$ cat src/rtl/exe_muldiv_if.sv
// exe_muldiv_if: request/response bundle for the execute-stage M-extension unit.
//   I_valid/I_op/I_srca/I_srcb/I_annul : request from the execute stage
//   O_ready/O_busy                     : combinational status back to the stage
//   O_done/O_result                    : registered completion pulse and result
// The master modport is the execute stage; the slave modport is exe_muldiv.
interface exe_muldiv_if #(
    parameter int unsigned XLEN = 32
);
    logic            I_valid;
    logic            O_ready;
    logic [2:0]      I_op;
    logic [XLEN-1:0] I_srca;
    logic [XLEN-1:0] I_srcb;
    logic            I_annul;
    logic            O_busy;
    logic            O_done;
    logic [XLEN-1:0] O_result;

    modport master (
        output I_valid, I_op, I_srca, I_srcb, I_annul,
        input  O_ready, O_busy, O_done, O_result
    );

    modport slave (
        input  I_valid, I_op, I_srca, I_srcb, I_annul,
        output O_ready, O_busy, O_done, O_result
    );
endinterface

$ cat src/rtl/exe_muldiv.sv
// exe_muldiv: multi-cycle RISC-V M-extension unit (MUL..REMU) for execute.
// Shift-add multiply retiring MUL_BITS multiplier bits per cycle, restoring
// divide at one quotient bit per cycle, one-cycle divide special cases and a
// one-entry result cache so MULH->MUL and DIV->REM pairs finish in one cycle.
// Ports:
//   clk  : rising-edge clock
//   rst  : asynchronous active-low reset
//   bus  : exe_muldiv_if slave (request, annul, ready/busy, done/result)
module exe_muldiv #(
    parameter int unsigned XLEN     = 32,
    parameter int unsigned MUL_BITS = 2,
    parameter bit          CACHE_EN = 1'b1
) (
    input  logic       clk,
    input  logic       rst,
    exe_muldiv_if.slave bus
);
    localparam int unsigned CNT_W = $clog2(XLEN);
    localparam int unsigned MUL_N = XLEN / MUL_BITS;
    localparam int unsigned PW    = 2 * XLEN;
    localparam int unsigned SW    = XLEN + MUL_BITS;
    localparam logic [XLEN-1:0] MIN_NEG = {1'b1, {(XLEN-1){1'b0}}};

    typedef enum logic [1:0] {IDLE, CALC, FIX, DONE} state_t;

    state_t state, state_n;

    // Datapath and cache registers
    logic [CNT_W-1:0] cnt;
    logic [PW-1:0]    p;        // mul: {acc, multiplier}; div: {rem, quotient}
    logic [XLEN-1:0]  opnd;     // mul: multiplicand magnitude; div: divisor magnitude
    logic             res_neg;  // negate product / quotient in FIX
    logic             rem_neg;  // negate remainder in FIX
    logic [2:0]       op_q;
    logic [XLEN-1:0]  srca_q, srcb_q;
    logic             done;
    logic [XLEN-1:0]  result;

    logic             c_valid, c_mul;
    logic [1:0]       c_tag;
    logic [XLEN-1:0]  c_a, c_b, c_lo, c_hi;

    // Request decode
    logic             req_mul, req_sgn_div, req_hi;
    logic [1:0]       req_tag;
    logic             a_neg_c, b_neg_c;
    logic [XLEN-1:0]  a_mag, b_mag;
    logic             div_zero, div_ovf, special_c, hit_c, fast_c;
    logic [XLEN-1:0]  spec_res, hit_res;
    logic             ready_c, busy_c, accept_c;

    // Iteration and fixup
    logic [MUL_BITS-1:0] mul_dig;
    logic [SW-1:0]       mul_sum;
    logic [XLEN:0]       div_sh, div_diff;
    logic [PW-1:0]       p_next, prod_fix;
    logic [XLEN-1:0]     fix_lo, fix_hi, fix_res;

    // Signedness tag: mul {sa,sb}; div {0,signed}
    function automatic logic [1:0] tag_of(input logic [2:0] op);
        logic [1:0] t;
        if (op[2]) begin
            t = {1'b0, ~op[0]};
        end else begin
            t = {(op == 3'd1) || (op == 3'd2), op == 3'd1};
        end
        return t;
    endfunction

    // Decode the presented request: magnitudes, special cases, cache hit
    always_comb begin
        req_mul     = ~bus.I_op[2];
        req_tag     = tag_of(bus.I_op);
        req_sgn_div = bus.I_op[2] & ~bus.I_op[0];
        req_hi      = req_mul ? (bus.I_op != 3'd0) : bus.I_op[1];
        a_neg_c     = bus.I_srca[XLEN-1] & (req_mul ? req_tag[1] : req_sgn_div);
        b_neg_c     = bus.I_srcb[XLEN-1] & (req_mul ? req_tag[0] : req_sgn_div);
        a_mag       = a_neg_c ? -bus.I_srca : bus.I_srca;
        b_mag       = b_neg_c ? -bus.I_srcb : bus.I_srcb;
        div_zero    = bus.I_op[2] && (bus.I_srcb == '0);
        div_ovf     = req_sgn_div && (bus.I_srca == MIN_NEG) && (bus.I_srcb == '1);
        special_c   = div_zero || div_ovf;
        if (div_zero) begin
            spec_res = bus.I_op[1] ? bus.I_srca : '1;
        end else begin
            spec_res = bus.I_op[1] ? '0 : bus.I_srca;
        end
        // MUL's low half does not depend on signedness, so it ignores the tag
        hit_c   = CACHE_EN && c_valid && (c_a == bus.I_srca) && (c_b == bus.I_srcb)
                  && (c_mul == req_mul)
                  && ((c_tag == req_tag) || (bus.I_op == 3'd0));
        hit_res = req_hi ? c_hi : c_lo;
        fast_c  = special_c || hit_c;
    end

    // One iteration step for both datapaths
    always_comb begin
        mul_dig  = p[MUL_BITS-1:0];
        mul_sum  = SW'(p[PW-1:XLEN]) + SW'(opnd) * SW'(mul_dig);
        div_sh   = p[PW-1:XLEN-1];
        div_diff = div_sh - {1'b0, opnd};
        if (op_q[2]) begin
            p_next = div_diff[XLEN] ? {div_sh[XLEN-1:0], p[XLEN-2:0], 1'b0}
                                    : {div_diff[XLEN-1:0], p[XLEN-2:0], 1'b1};
        end else begin
            p_next = {mul_sum, p[XLEN-1:MUL_BITS]};
        end
    end

    // Sign correction and result selection
    always_comb begin
        prod_fix = res_neg ? -p : p;
        if (op_q[2]) begin
            fix_lo = res_neg ? -p[XLEN-1:0] : p[XLEN-1:0];
            fix_hi = rem_neg ? -p[PW-1:XLEN] : p[PW-1:XLEN];
        end else begin
            fix_lo = prod_fix[XLEN-1:0];
            fix_hi = prod_fix[PW-1:XLEN];
        end
        fix_res = (op_q[2] ? op_q[1] : (op_q != 3'd0)) ? fix_hi : fix_lo;
    end

    // State register
    always_ff @(posedge clk or negedge rst) begin
        if (!rst) begin
            state <= IDLE;
        end else begin
            state <= state_n;
        end
    end

    // Next state and handshake outputs
    always_comb begin
        state_n  = state;
        ready_c  = 1'b0;
        busy_c   = 1'b0;
        accept_c = 1'b0;
        case (state)
            IDLE, DONE: begin
                ready_c = 1'b1;
                if (state == DONE) begin
                    state_n = IDLE;
                end
                if (bus.I_valid && !bus.I_annul) begin
                    accept_c = 1'b1;
                    busy_c   = !fast_c;
                    state_n  = fast_c ? DONE : CALC;
                end
            end
            CALC: begin
                busy_c = 1'b1;
                if (bus.I_annul) begin
                    state_n = IDLE;
                end else if (cnt == '0) begin
                    state_n = FIX;
                end
            end
            FIX: begin
                busy_c  = 1'b1;
                state_n = bus.I_annul ? IDLE : DONE;
            end
            default: state_n = IDLE;
        endcase
    end

    // Operand load, iteration, result and cache update
    always_ff @(posedge clk or negedge rst) begin
        if (!rst) begin
            cnt     <= '0;
            p       <= '0;
            opnd    <= '0;
            res_neg <= 1'b0;
            rem_neg <= 1'b0;
            op_q    <= '0;
            srca_q  <= '0;
            srcb_q  <= '0;
            done    <= 1'b0;
            result  <= '0;
            c_valid <= 1'b0;
            c_mul   <= 1'b0;
            c_tag   <= '0;
            c_a     <= '0;
            c_b     <= '0;
            c_lo    <= '0;
            c_hi    <= '0;
        end else begin
            done <= (state_n == DONE);
            if (accept_c) begin
                op_q   <= bus.I_op;
                srca_q <= bus.I_srca;
                srcb_q <= bus.I_srcb;
                if (special_c) begin
                    result <= spec_res;
                end else if (hit_c) begin
                    result <= hit_res;
                end else begin
                    cnt     <= req_mul ? CNT_W'(MUL_N - 1) : CNT_W'(XLEN - 1);
                    opnd    <= req_mul ? a_mag : b_mag;
                    p       <= {{XLEN{1'b0}}, (req_mul ? b_mag : a_mag)};
                    res_neg <= a_neg_c ^ b_neg_c;
                    rem_neg <= a_neg_c;
                end
            end else if ((state == CALC) && !bus.I_annul) begin
                p   <= p_next;
                cnt <= cnt - CNT_W'(1);
            end else if ((state == FIX) && !bus.I_annul) begin
                result <= fix_res;
                if (CACHE_EN) begin
                    c_valid <= 1'b1;
                    c_mul   <= ~op_q[2];
                    c_tag   <= tag_of(op_q);
                    c_a     <= srca_q;
                    c_b     <= srcb_q;
                    c_lo    <= fix_lo;
                    c_hi    <= fix_hi;
                end
            end
        end
    end

    assign bus.O_ready  = ready_c;
    assign bus.O_busy   = busy_c;
    assign bus.O_done   = done;
    assign bus.O_result = result;
endmodule

$ cat src/flat_wrapper.sv
// flat-port wrapper written by rule: the top's interface ports become plain ports
module exe_muldiv_flat 
#(
    parameter int unsigned XLEN     = 32,
    parameter int unsigned MUL_BITS = 2,
    parameter bit          CACHE_EN = 1'b1
)
  (clk, rst, bus_I_valid, bus_I_op, bus_I_srca, bus_I_srcb, bus_I_annul, bus_O_ready, bus_O_busy, bus_O_done, bus_O_result);
  exe_muldiv_if #(.XLEN(XLEN)) bus_i ();
  input  logic clk;
  input  logic rst;
  input wire logic [$bits(bus_i.I_valid)-1:0] bus_I_valid;
  input wire logic [$bits(bus_i.I_op)-1:0] bus_I_op;
  input wire logic [$bits(bus_i.I_srca)-1:0] bus_I_srca;
  input wire logic [$bits(bus_i.I_srcb)-1:0] bus_I_srcb;
  input wire logic [$bits(bus_i.I_annul)-1:0] bus_I_annul;
  output wire logic [$bits(bus_i.O_ready)-1:0] bus_O_ready;
  output wire logic [$bits(bus_i.O_busy)-1:0] bus_O_busy;
  output wire logic [$bits(bus_i.O_done)-1:0] bus_O_done;
  output wire logic [$bits(bus_i.O_result)-1:0] bus_O_result;
  assign bus_i.I_valid = bus_I_valid;
  assign bus_i.I_op = bus_I_op;
  assign bus_i.I_srca = bus_I_srca;
  assign bus_i.I_srcb = bus_I_srcb;
  assign bus_i.I_annul = bus_I_annul;
  assign bus_O_ready = bus_i.O_ready;
  assign bus_O_busy = bus_i.O_busy;
  assign bus_O_done = bus_i.O_done;
  assign bus_O_result = bus_i.O_result;
  exe_muldiv #(.XLEN(XLEN), .MUL_BITS(MUL_BITS), .CACHE_EN(CACHE_EN)) u_core (.clk(clk), .rst(rst), .bus(bus_i));
endmodule
$ cat config.mk
export PLATFORM = sky130hd
export DESIGN_NAME = exe_muldiv_flat
export DESIGN_NICKNAME = d
export VERILOG_FILES = /design/src/rtl/exe_muldiv_if.sv /design/src/rtl/exe_muldiv.sv /design/src/flat_wrapper.sv
export SDC_FILE = /design/constraint.sdc
export NUM_CORES = 1
export LEC_CHECK = 0
export ABC_AREA = 0
export CELL_PAD_IN_SITES_DETAIL_PLACEMENT = 0
export CELL_PAD_IN_SITES_GLOBAL_PLACEMENT = 1
export CORE_UTILIZATION = 54
export CTS_CLUSTER_DIAMETER = 200
export DETAILED_ROUTE_END_ITERATION = 8
export DONT_BUFFER_PORTS = 1
export HOLD_SLACK_MARGIN = 0.1
export PLACE_DENSITY_LB_ADDON = 0.25
export SLEW_MARGIN = 30
export SYNTH_ARGS = -nofsm -noshare
export SYNTH_HDL_FRONTEND = slang
export SYNTH_SLANG_ARGS = --single-unit
$ cat constraint.sdc
create_clock -name clk -period 8.5 [get_ports clk]
set_input_delay 2.125 -clock clk [delete_from_list [all_inputs] [get_ports clk]]
set_output_delay 2.125 -clock clk [all_outputs]
set_load 0.03 [all_outputs]
### Word level (Yosys, flattened, before mapping)

Cells that the tools add are included.

* $add $sub $neg: 8
* $mul: 1
* equal/unequal tests: 18
* mux-type cells: 48
* bitwise logic cells: 12
* reductions and logical operators: 31

Operator list (number)
* 32-bit two-way mux: 18
* 64-bit two-way mux: 7
* 32-bit negation: 4
* 32-bit == test: 2
* 32-bit == test, second input constant: 2
* 64-bit negation: 1
* 32-bit by 34-bit adder with 34-bit output: 1
* 32-bit by 2-bit multiplier with 34-bit output: 1
* 33-bit by 32-bit subtractor with 33-bit output: 1
* 32-bit zero test: 1
* 5-bit two-way mux: 5
* 2-bit two-way mux: 8
* 3-bit AND reduction: 4
* 1-bit logical AND: 10
* 1-bit two-way mux: 8
* 1-bit NOT: 8
* 2-bit == test, second input constant: 3
* 3-bit by 1-bit == test with 1-bit output, second input constant: 2
* 3-bit by 2-bit == test with 1-bit output, second input constant: 2
* 2-bit one-hot mux with 3 select lines: 1
* 3-bit nonzero test: 2
* 5-bit zero test: 1
* 1-bit logical OR: 5
* 5-bit by 1-bit subtractor with 5-bit output, second input constant: 1
* 14 further kinds: 20

* flip-flop bits (word level): 337
* input bits: 71
* output and inout port bits: 35
* word-level logic and storage cells: 136

### Depth between registers and ports, before layout

Gate-level depths: netlist of the first run.

* depth in word-level cells: 11
* gate-level depth with buffers: 16
* mapped depth without buffers: 15

### Worst setup path before layout of the first run

No wires, ideal clock.

* kind: in2out
* start: input port bus_I_srcb[9]
* end: output port bus_O_busy
* data arrival time: 4.223 ns
* data required time: 6.375 ns
* slack: 2.152 ns
* stages: 8
* path buffers: 1
* cells stage by stage: buf_2 > or4_4 > nor4_4 > or3b_1 > nor4_4 > nor2_2 > nand2_2 > o21ai_0

* word-level cells in the longest chain between the ends: 8
* elaborated cells on any way between the ends: 13
* classes of those cells: 2 x eq/ne; 2 x mux; 9 x reduce/logical

Ends and longest elaborated chain
* from (decl): line flat_wrapper.sv:15 `input wire logic [$bits(bus_i.I_srcb)-1:0] bus_I_srcb;`
* 32-bit == test: line exe_muldiv.sv:89 `hit_c = CACHE_EN && c_valid && (c_a == bus.I_srca) && (c_b == bus.I_srcb)`
* 1-bit logical AND: line exe_muldiv.sv:89
* 1-bit logical AND: line exe_muldiv.sv:90 `&& (c_mul == req_mul)`
* 1-bit logical AND: line exe_muldiv.sv:91 `&& ((c_tag == req_tag) || (bus.I_op == 3'd0));`
* 1-bit logical OR *: line exe_muldiv.sv:93 `fast_c = special_c || hit_c;`
* 1-bit zero test *: line exe_muldiv.sv:146 `busy_c = !fast_c;`
* 1-bit two-way mux *: line exe_muldiv.sv:144 `if (bus.I_valid && !bus.I_annul) begin`
* 1-bit one-hot mux with 2 select lines *: line exe_muldiv.sv:138 `case (state)`
* to (decl): line flat_wrapper.sv:18 `output wire logic [$bits(bus_i.O_busy)-1:0] bus_O_busy;`

Mark *: on every way between the ends. The rest lies on a longest branch, timed or not.

### Final worst setup path of the first run

* start: input port bus_I_srcb[2]
* end: output port bus_O_busy

The elaborated chain is that of the path after synthesis.

==> results of run 1 <==
routing by layer:
metal  vias to the layer above  routed length (um)
li1                       9848                   -
met1                     10700               36000
met2                       963               38400
met3                       165                7100
met4                         4                3510
met5                         -                  27
through the flow:
stage	hold WS, ns	worst slack [ns]
after floorplan	0.435	2.15
after global placement	0.455	1.78
after detailed placement	0.456	1.71
after CTS	0.473	1.72
after global routing	0.484	1.59
final	0.468	1.68
flip-flops by register name (all words and copies together), names as in the netlist:
| name | count |
|---|---|
| u_core.bus.O_done | 1 |
| u_core.res_neg | 1 |
| u_core.cnt | 5 |
| u_core.c_mul | 1 |
| u_core.srcb_q | 32 |
| u_core.bus.O_result | 32 |
| u_core.opnd | 32 |
| u_core.c_hi | 32 |
| u_core.c_a | 32 |
| u_core.rem_neg | 1 |
| u_core.c_tag | 2 |
| u_core.op_q | 3 |
| u_core.srca_q | 32 |
| u_core.c_b | 32 |
| u_core.c_lo | 32 |
| u_core.p | 64 |
| u_core.c_valid | 1 |
| u_core.state | 2 |
worst max path at each step:
stage / cells past startpoint / slack (ns) / startpoint / to
after CTS: 8 / 1.72 / bus_I_srcb[2] / bus_O_busy
after global routing: 8 / 1.59 / bus_I_srcb[9] / bus_O_busy
after floorplan: 8 / 2.15 / bus_I_srcb[9] / bus_O_busy
final: 8 / 1.68 / bus_I_srcb[2] / bus_O_busy
after global placement: 8 / 1.78 / bus_I_srcb[9] / bus_O_busy
after detailed placement: 8 / 1.71 / bus_I_srcb[2] / bus_O_busy
power by group:
| group | internal (mW) | total, mW | switching, mW |
|---|---|---|---|
| registers | 2.33 | 3.21 | 0.877 |
| clock network | 1.08 | 1.83 | 0.745 |
| logic | 2.32 | 6.12 | 3.81 |
| total | 5.73 | 11.2 | 5.43 |
synth_stat cells, types with 27 or more instances:
master / count
sky130_fd_sc_hd__dfrtp_1: 337
sky130_fd_sc_hd__mux2_2: 75
sky130_fd_sc_hd__nand2_1: 545
sky130_fd_sc_hd__nor2b_1: 27
sky130_fd_sc_hd__clkbuf_1: 134
sky130_fd_sc_hd__nand4_1: 28
sky130_fd_sc_hd__nor2_1: 123
sky130_fd_sc_hd__o221ai_1: 29
sky130_fd_sc_hd__nand3_1: 36
sky130_fd_sc_hd__a21o_1: 33
sky130_fd_sc_hd__ha_1: 74
sky130_fd_sc_hd__xor2_1: 100
sky130_fd_sc_hd__a31oi_1: 29
sky130_fd_sc_hd__mux2i_1: 96
sky130_fd_sc_hd__o211ai_1: 36
sky130_fd_sc_hd__xnor2_1: 118
sky130_fd_sc_hd__o31ai_1: 36
sky130_fd_sc_hd__o21ai_0: 245
sky130_fd_sc_hd__buf_2: 32
sky130_fd_sc_hd__nor3_1: 52
sky130_fd_sc_hd__inv_1: 176
sky130_fd_sc_hd__fa_1: 33
sky130_fd_sc_hd__a21oi_1: 130
cell families (layout without fill, tap and decap cells):
family                     count (synthesis)  in the layout
AOI/OAI and AO/OA                        729            729
xor gates and xnor gates                 218            218
adders and majority gates                107            107
buffers and inverters                    367            277
DFF                                      337            337
muxes                                    171            171
other                                      0              2
and+or+nand+nor                          959            959
final cells by class:
class | instances | area [um2]
Clock inverter | 24 | 264
Antenna cell | 2 | 5.00
Fill cell | 4076 | 18400
Timing Repair Buffer | 25 | 208
Inverter | 178 | 668
Sequential cell | 337 | 8430
Tap cell | 592 | 741
Clock buffer | 50 | 1110
Multi-Input combinational cell | 2184 | 14500
worst max-delay path: stages:
cell                       delay (ns)
sky130_fd_sc_hd__or4_1           0.66
sky130_fd_sc_hd__nor3_1          0.25
sky130_fd_sc_hd__nand3b_1        0.28
sky130_fd_sc_hd__nor4_4          0.29
sky130_fd_sc_hd__buf_4           0.37
sky130_fd_sc_hd__nor2_2          0.14
sky130_fd_sc_hd__nand2_2         0.17
sky130_fd_sc_hd__o21ai_0         0.39
==> metrics.txt, run 1 <==
# TYPE chip_impl_metric gauge
chip_impl_info{name="worst-setup-path-type",value="in2out"} 1
chip_impl_metric{name="xor_xnor_share_of_the_synthesized_area",unit=""} 0.0785
chip_impl_info{name="whs_endpoint",value="u_core.srcb_q[23]"} 1
chip_impl_info{name="cp-start-kind",value="input pin"} 1
chip_impl_info{name="final_common_cell",value="sky130_fd_sc_hd__nand2_1"} 1
chip_impl_metric{name="globalRouteTotalUtil",unit=""} 0.368
chip_impl_metric{name="totalPowerFinal",unit="mW"} 11.2
chip_impl_metric{name="grt_overflow",unit=""} 0
chip_impl_metric{name="tritonroute_pass_1_iters",unit=""} 8
chip_impl_metric{name="post_synth_mux_area_share",unit=""} 0.0742
chip_impl_info{name="ys_top_cells_by_area",value="sky130_fd_sc_hd__dfrtp_1 35%, sky130_fd_sc_hd__nand2_1 8.4%, sky130_fd_sc_hd__o21ai_0 5.0%"} 1
chip_impl_metric{name="globalplace.congestion",unit=""} 0.980
chip_impl_metric{name="maximum_vdd_drop",unit="uV"} 286
chip_impl_metric{name="setup-tns-final",unit="ns"} 0
chip_impl_metric{name="pin_count",unit=""} 106
chip_impl_metric{name="setup_viol",unit=""} 0
chip_impl_metric{name="worst-endpoint-arrival",unit="ns"} 4.70
chip_impl_metric{name="place.detailed.instances",unit=""} 3315
chip_impl_metric{name="finish.net_count",unit=""} 2944
chip_impl_metric{name="sinks_on_clock_net",unit=""} 337
chip_impl_metric{name="leakage_power",unit="nW"} 11.7
chip_impl_metric{name="grt_max_degree",unit=""} 338
chip_impl_info{name="critical_path.reg2reg.endpoint",value="u_core.p[63]"} 1
chip_impl_metric{name="final_period_minus_worst_setup_slack",unit="ns"} 6.82
chip_impl_info{name="dominant_combinational_cell_family_by_area_after_synthesis",value="compound AO/OA/AOI/OAI gates"} 1
chip_impl_metric{name="core_area",unit="um2"} 44300
chip_impl_metric{name="timing.final.max_slew_violations",unit=""} 0
chip_impl_metric{name="p_per_area",unit="nW/um2"} 430
chip_impl_metric{name="synth-edff-count",unit=""} 0
chip_impl_metric{name="fmax",unit="MHz"} 147
chip_impl_metric{name="wl_per_cell",unit="um"} 25.1
chip_impl_metric{name="grt_pass1_vias",unit=""} 20200
chip_impl_metric{name="die_x",unit="um"} 214
chip_impl_metric{name="post_synth_inst_count",unit=""} 2888
chip_impl_metric{name="synth-async-reset-ratio",unit=""} 1.00
chip_impl_metric{name="ctsResizeCount",unit=""} 0
chip_impl_metric{name="numCtsBuffers",unit=""} 40
chip_impl_metric{name="dp_hpwl",unit="um"} 63100
chip_impl_info{name="source_of_the_worst_register_to_register_timing_path",value="u_core.p[1]"} 1
chip_impl_metric{name="final_util",unit=""} 0.585
chip_impl_metric{name="die_height",unit="um"} 214
chip_impl_metric{name="drt.antenna.violating_nets",unit=""} 0
chip_impl_metric{name="via_per_inst",unit=""} 6.38
chip_impl_metric{name="cap_violations",unit=""} 0
chip_impl_metric{name="timing_worst_slew_pin_value",unit="ns"} 0.992
chip_impl_metric{name="holdPathStages",unit=""} 2
chip_impl_metric{name="placed_area",unit="um2"} 24500
chip_impl_info{name="crit_path_end_kind",value="output pin"} 1
chip_impl_metric{name="worst_slew_margin_rel",unit=""} 0.339
chip_impl_metric{name="grt.met2_usage",unit=""} 0.570
chip_impl_info{name="launch_instance_of_the_worst_min_delay_path",value="u_core.srcb_q[23]"} 1
chip_impl_metric{name="routed-via-count",unit=""} 21600
chip_impl_metric{name="rows",unit=""} 77
chip_impl_metric{name="rr_worst_depth",unit=""} 15
chip_impl_metric{name="grt_antenna_before_repair",unit=""} 2
chip_impl_metric{name="ys_seq_elements",unit=""} 337
chip_impl_info{name="grt.busiest_layer",value="met2"} 1
chip_impl_metric{name="cell_area_after_synthesis",unit="um2"} 24300
chip_impl_metric{name="synth_simple_gate_area_share",unit=""} 0.182
chip_impl_metric{name="post-cts-setup-buffers",unit=""} 0
chip_impl_metric{name="drive_gt1_frac",unit=""} 0.0790
chip_impl_info{name="grt_setup_unrepaired",value="false"} 1
chip_impl_metric{name="detail_route.wirelength",unit="um"} 85000
chip_impl_metric{name="post-route-drc-count",unit=""} 0
chip_impl_metric{name="final_instance_count_without_filler_cells",unit=""} 3392
chip_impl_metric{name="synthesis.area_per_instance",unit="um2"} 8.42
chip_impl_metric{name="clkLatencyLatePin",unit="ns"} 0.58
chip_impl_metric{name="floorplan.initialDensity",unit=""} 0.549
chip_impl_metric{name="synth-adder-area-share",unit=""} 0.0652
chip_impl_info{name="clockRootBuffer",value="sky130_fd_sc_hd__clkbuf_16"} 1
chip_impl_metric{name="min_period_over_period",unit=""} 0.802
chip_impl_metric{name="io_buffer_count",unit=""} 0
chip_impl_metric{name="syn-num-nets",unit=""} 3066
chip_impl_metric{name="grt_pass1_wl",unit="um"} 128000
chip_impl_info{name="tritoncts",value="built"} 1
chip_impl_metric{name="fin_worst_skew",unit="ns"} 0.0253
chip_impl_info{name="yosysTopAreaCell",value="sky130_fd_sc_hd__dfrtp_1"} 1
chip_impl_metric{name="finalHoldViolations",unit=""} 0
chip_impl_metric{name="r2r_setup_slack",unit="ns"} 3.46
chip_impl_metric{name="crit_path_max_fanout",unit=""} 30
chip_impl_metric{name="clock_tree.buffer_depth",unit=""} 3
chip_impl_metric{name="post_synth_num_cell_types",unit=""} 93
chip_impl_metric{name="cts_hold_buf",unit=""} 0
chip_impl_metric{name="global_route.usage.met3",unit=""} 0.0662
chip_impl_info{name="status",value="finished, final reports clean"} 1
chip_impl_metric{name="worstPathRequired",unit="ns"} 6.38
chip_impl_info{name="yosys_most_used_dff",value="sky130_fd_sc_hd__dfrtp_1"} 1
chip_impl_metric{name="dr.first_iter.drc_count",unit=""} 2715
chip_impl_metric{name="synth-compound-area-share",unit=""} 0.194
chip_impl_metric{name="clk_pin_slew_worst_paths",unit="ns"} 0.06
chip_impl_info{name="mostFrequentLayoutCells",value="543 x sky130_fd_sc_hd__nand2_1, 336 x sky130_fd_sc_hd__dfrtp_1, 245 x sky130_fd_sc_hd__o21ai_0"} 1
chip_impl_metric{name="post-route-cell-area",unit="um2"} 25900
chip_impl_metric{name="die-area",unit="um2"} 45900
chip_impl_metric{name="synth_largest_type_area_fraction",unit=""} 0.347
chip_impl_info{name="worstHoldPathType",value="reg2reg"} 1
chip_impl_metric{name="area_growth",unit="%"} 6.62
chip_impl_metric{name="met1_usage",unit=""} 0.510
chip_impl_metric{name="synth_seq_area_share",unit=""} 0.347
chip_impl_metric{name="yosysWarningCount",unit=""} 0
chip_impl_metric{name="htreeDepth",unit=""} 2
No activity file was read; power rests on OpenSTA's default activity.
==> inputs of run 2 (changes only) <==
CORE_UTILIZATION = 45   (was 54)
clock period = 5.5 ns   (was 8.5 ns; I/O delays follow)
==> run 2 against run 1 <==
Against the previous run: sequential share of layout area down 0.46 points; routed wire length up 3.2%; register-to-register slack worse by 2.8 ns; worst hold slack about the same; non-clock buffer count up 28; sequential cell count unchanged; global-route usage down 5.1 points; sequential power up 56%; first-iteration DRC count down 20%; via count down 0.63%; combinational power up 57%; count of clock-buffer cells in the layout up 7; highest routed layer is now met4.
==> metrics.txt, run 2 (synthesis results as in run 1) <==
# TYPE chip_impl_metric gauge
chip_impl_metric{name="grt_pass1_vias",unit=""} 20300
chip_impl_metric{name="finalHoldViolations",unit=""} 0
chip_impl_metric{name="final_util",unit=""} 0.497
chip_impl_metric{name="clkLatencyLatePin",unit="ns"} 0.59
chip_impl_metric{name="postLayoutSetupSlackWorst",unit="ns"} 0.492
chip_impl_metric{name="tritonroute_pass_1_iters",unit=""} 6
chip_impl_metric{name="timing.final.max_slew_violations",unit=""} 0
chip_impl_metric{name="routed-via-count",unit=""} 21500
chip_impl_metric{name="io_buffer_count",unit=""} 0
chip_impl_metric{name="power.clock.fraction",unit=""} 0.164
chip_impl_metric{name="grt_overflow",unit=""} 0
chip_impl_info{name="whs_endpoint",value="u_core.srcb_q[12]"} 1
chip_impl_info{name="source_of_the_worst_register_to_register_timing_path",value="u_core.p[1]"} 1
chip_impl_info{name="grt_setup_unrepaired",value="false"} 1
chip_impl_metric{name="final_period_minus_worst_setup_slack",unit="ns"} 5.01
chip_impl_metric{name="worstPathRequired",unit="ns"} 4.12
chip_impl_metric{name="flip_flop_count_of_the_largest_register_all_copies_and_words_added",unit=""} 64
chip_impl_info{name="cp-start-kind",value="input pin"} 1
chip_impl_metric{name="ctsResizeCount",unit=""} 0
chip_impl_info{name="crit_path_end_kind",value="output pin"} 1
chip_impl_metric{name="core_area",unit="um2"} 53000
chip_impl_info{name="status",value="finished, final reports clean"} 1
chip_impl_metric{name="fin_worst_skew",unit="ns"} 0.0265
chip_impl_metric{name="combPwrFrac",unit=""} 0.550
chip_impl_metric{name="pin_count",unit=""} 106
chip_impl_metric{name="place.detailed.instances",unit=""} 3440
chip_impl_metric{name="setup-tns-final",unit="ns"} 0
chip_impl_metric{name="placed_area",unit="um2"} 24900
chip_impl_metric{name="rows",unit=""} 84
chip_impl_metric{name="post-cts-setup-buffers",unit=""} 0
chip_impl_metric{name="clock_tree.buffer_depth",unit=""} 3
chip_impl_metric{name="floorplan.initialDensity",unit=""} 0.459
chip_impl_metric{name="drive_gt1_frac",unit=""} 0.0858
chip_impl_metric{name="numCtsBuffers",unit=""} 40
chip_impl_metric{name="clk_pin_slew_worst_paths",unit="ns"} 0.06
chip_impl_info{name="final_common_cell",value="sky130_fd_sc_hd__nand2_1"} 1
chip_impl_metric{name="grt_pass1_wl",unit="um"} 130000
chip_impl_metric{name="post_placement_setup_slack",unit="ns"} 0.517
chip_impl_metric{name="htreeDepth",unit=""} 2
chip_impl_metric{name="finish.net_count",unit=""} 2972
chip_impl_metric{name="maximum_vdd_drop",unit="uV"} 333
chip_impl_metric{name="crit_path_max_fanout",unit=""} 9
chip_impl_metric{name="worst-endpoint-arrival",unit="ns"} 3.63
chip_impl_metric{name="holdPathStages",unit=""} 2
chip_impl_metric{name="p_per_area",unit="nW/um2"} 665
chip_impl_metric{name="p_int",unit="mW"} 9.05
chip_impl_metric{name="dr.first_iter.drc_count",unit=""} 2176
chip_impl_metric{name="totalPowerFinal",unit="mW"} 17.5
chip_impl_metric{name="wl_per_cell",unit="um"} 25.0
chip_impl_metric{name="worst_slew_margin_rel",unit=""} 0.348
chip_impl_metric{name="drt.antenna.violating_nets",unit=""} 0
chip_impl_metric{name="sinks_on_clock_net",unit=""} 337
chip_impl_metric{name="grt_max_degree",unit=""} 338
chip_impl_metric{name="cap_violations",unit=""} 0
chip_impl_info{name="mostFrequentLayoutCells",value="544 x sky130_fd_sc_hd__nand2_1, 336 x sky130_fd_sc_hd__dfrtp_1, 245 x sky130_fd_sc_hd__o21ai_0"} 1
chip_impl_info{name="tritoncts",value="built"} 1
chip_impl_metric{name="setup_viol",unit=""} 0
chip_impl_info{name="registers.top_by_ff_count",value="u_core.p"} 1
chip_impl_metric{name="dp_hpwl",unit="um"} 65300
chip_impl_metric{name="globalRouteTotalUtil",unit=""} 0.317
chip_impl_metric{name="sw_frac_of_total",unit=""} 0.483
chip_impl_metric{name="r2r_setup_slack",unit="ns"} 0.67
chip_impl_metric{name="min_period_over_period",unit=""} 0.910
chip_impl_metric{name="detail_route.wirelength",unit="um"} 87700
chip_impl_metric{name="via_per_inst",unit=""} 6.12
chip_impl_metric{name="rr_worst_depth",unit=""} 15
chip_impl_info{name="launch_instance_of_the_worst_min_delay_path",value="u_core.srcb_q[12]"} 1
chip_impl_metric{name="final_instance_count_without_filler_cells",unit=""} 3511
chip_impl_metric{name="area_growth",unit="%"} 8.17
chip_impl_metric{name="timing_worst_slew_pin_value",unit="ns"} 0.962
chip_impl_info{name="critical_path.reg2reg.endpoint",value="u_core.p[63]"} 1
chip_impl_metric{name="die-area",unit="um2"} 55000
chip_impl_metric{name="grt_antenna_before_repair",unit=""} 1
chip_impl_metric{name="die_height",unit="um"} 235
chip_impl_info{name="worstHoldPathType",value="reg2reg"} 1
chip_impl_metric{name="power_switching",unit="mW"} 8.44
chip_impl_metric{name="globalplace.congestion",unit=""} 0.971
chip_impl_metric{name="leakage_power",unit="nW"} 11.8
chip_impl_metric{name="cts_hold_buf",unit=""} 0
chip_impl_metric{name="fraction_of_power_consumed_by_sequential_logic",unit=""} 0.286
chip_impl_metric{name="post-route-cell-area",unit="um2"} 26300
chip_impl_info{name="clockRootBuffer",value="sky130_fd_sc_hd__clkbuf_16"} 1
chip_impl_info{name="worst-setup-path-type",value="in2out"} 1
chip_impl_metric{name="die_x",unit="um"} 235
chip_impl_metric{name="post-route-drc-count",unit=""} 0
chip_impl_metric{name="fmax",unit="MHz"} 200
chip_impl_metric{name="final.hold.worst_slack",unit="ns"} 0.468
[run 2: changes by cell type in the layout (fill, tap and decap cells not counted), moves of 2 or more]
cell                         change
sky130_fd_sc_hd__buf_4          +25
sky130_fd_sc_hd__inv_6           -3
sky130_fd_sc_hd__clkbuf_8        +5
sky130_fd_sc_hd__clkinv_2        -7
sky130_fd_sc_hd__clkinvlp_4      -2
[run 2: layout make-up]
cell class	instances	area, um2
diodes	1	2.50
fillers	5092	26700
inverters	178	668
clock buffers	57	1210
flip-flops and latches	337	8440
repair buffers	53	454
clock inverters	13	183
well taps	688	861
multi-input cells	2184	14500
[run 2: worst max-delay path by stage]
stage / depth (start not counted) / to / slack, ns / start
2_1_floorplan: 8 / bus_O_busy / 0.65 / bus_I_srcb[9]
3_3_place_gp: 8 / bus_O_busy / 0.54 / bus_I_srcb[2]
3_5_place_dp: 8 / bus_O_busy / 0.52 / bus_I_srcb[2]
4_1_cts: 8 / bus_O_busy / 0.52 / bus_I_srcb[2]
5_1_grt: 8 / bus_O_busy / 0.32 / bus_I_srcb[2]
6_report: 8 / bus_O_busy / 0.49 / bus_I_srcb[2]
[run 2: power by group through the flow]
stage / logic (mW) / registers, mW / clock network, mW
3_3_place_gp: 9.34 / 4.97 / 0
4_1_cts: 9.54 / 4.98 / 2.89
6_report: 9.62 / 5.01 / 2.86
2_1_floorplan: 6.98 / 4.47 / 0
3_5_place_dp: 9.49 / 5.01 / 0
5_1_grt: 10.5 / 5.12 / 2.98
[run 2: layer usage]
| layer | track usage | wire length (um) | vias up |
|---|---|---|---|
| met5 | 0 | 0 | - |
| li1 | - | - | 9912 |
| met3 | 0.0644 | 7070 | 143 |
| met2 | 0.491 | 39700 | 925 |
| met1 | 0.438 | 37900 | 10500 |
| met4 | 0.112 | 3010 | 0 |
[run 2: worst max-delay path, cell delays in order]
cell and delay, ns:
sky130_fd_sc_hd__or4_1 0.66, sky130_fd_sc_hd__nor3_1 0.28, sky130_fd_sc_hd__nand3b_1 0.29, sky130_fd_sc_hd__nor4_4 0.45, sky130_fd_sc_hd__nor2_2 0.15, sky130_fd_sc_hd__nand2_2 0.11, sky130_fd_sc_hd__o21ai_0 0.10, sky130_fd_sc_hd__buf_4 0.20
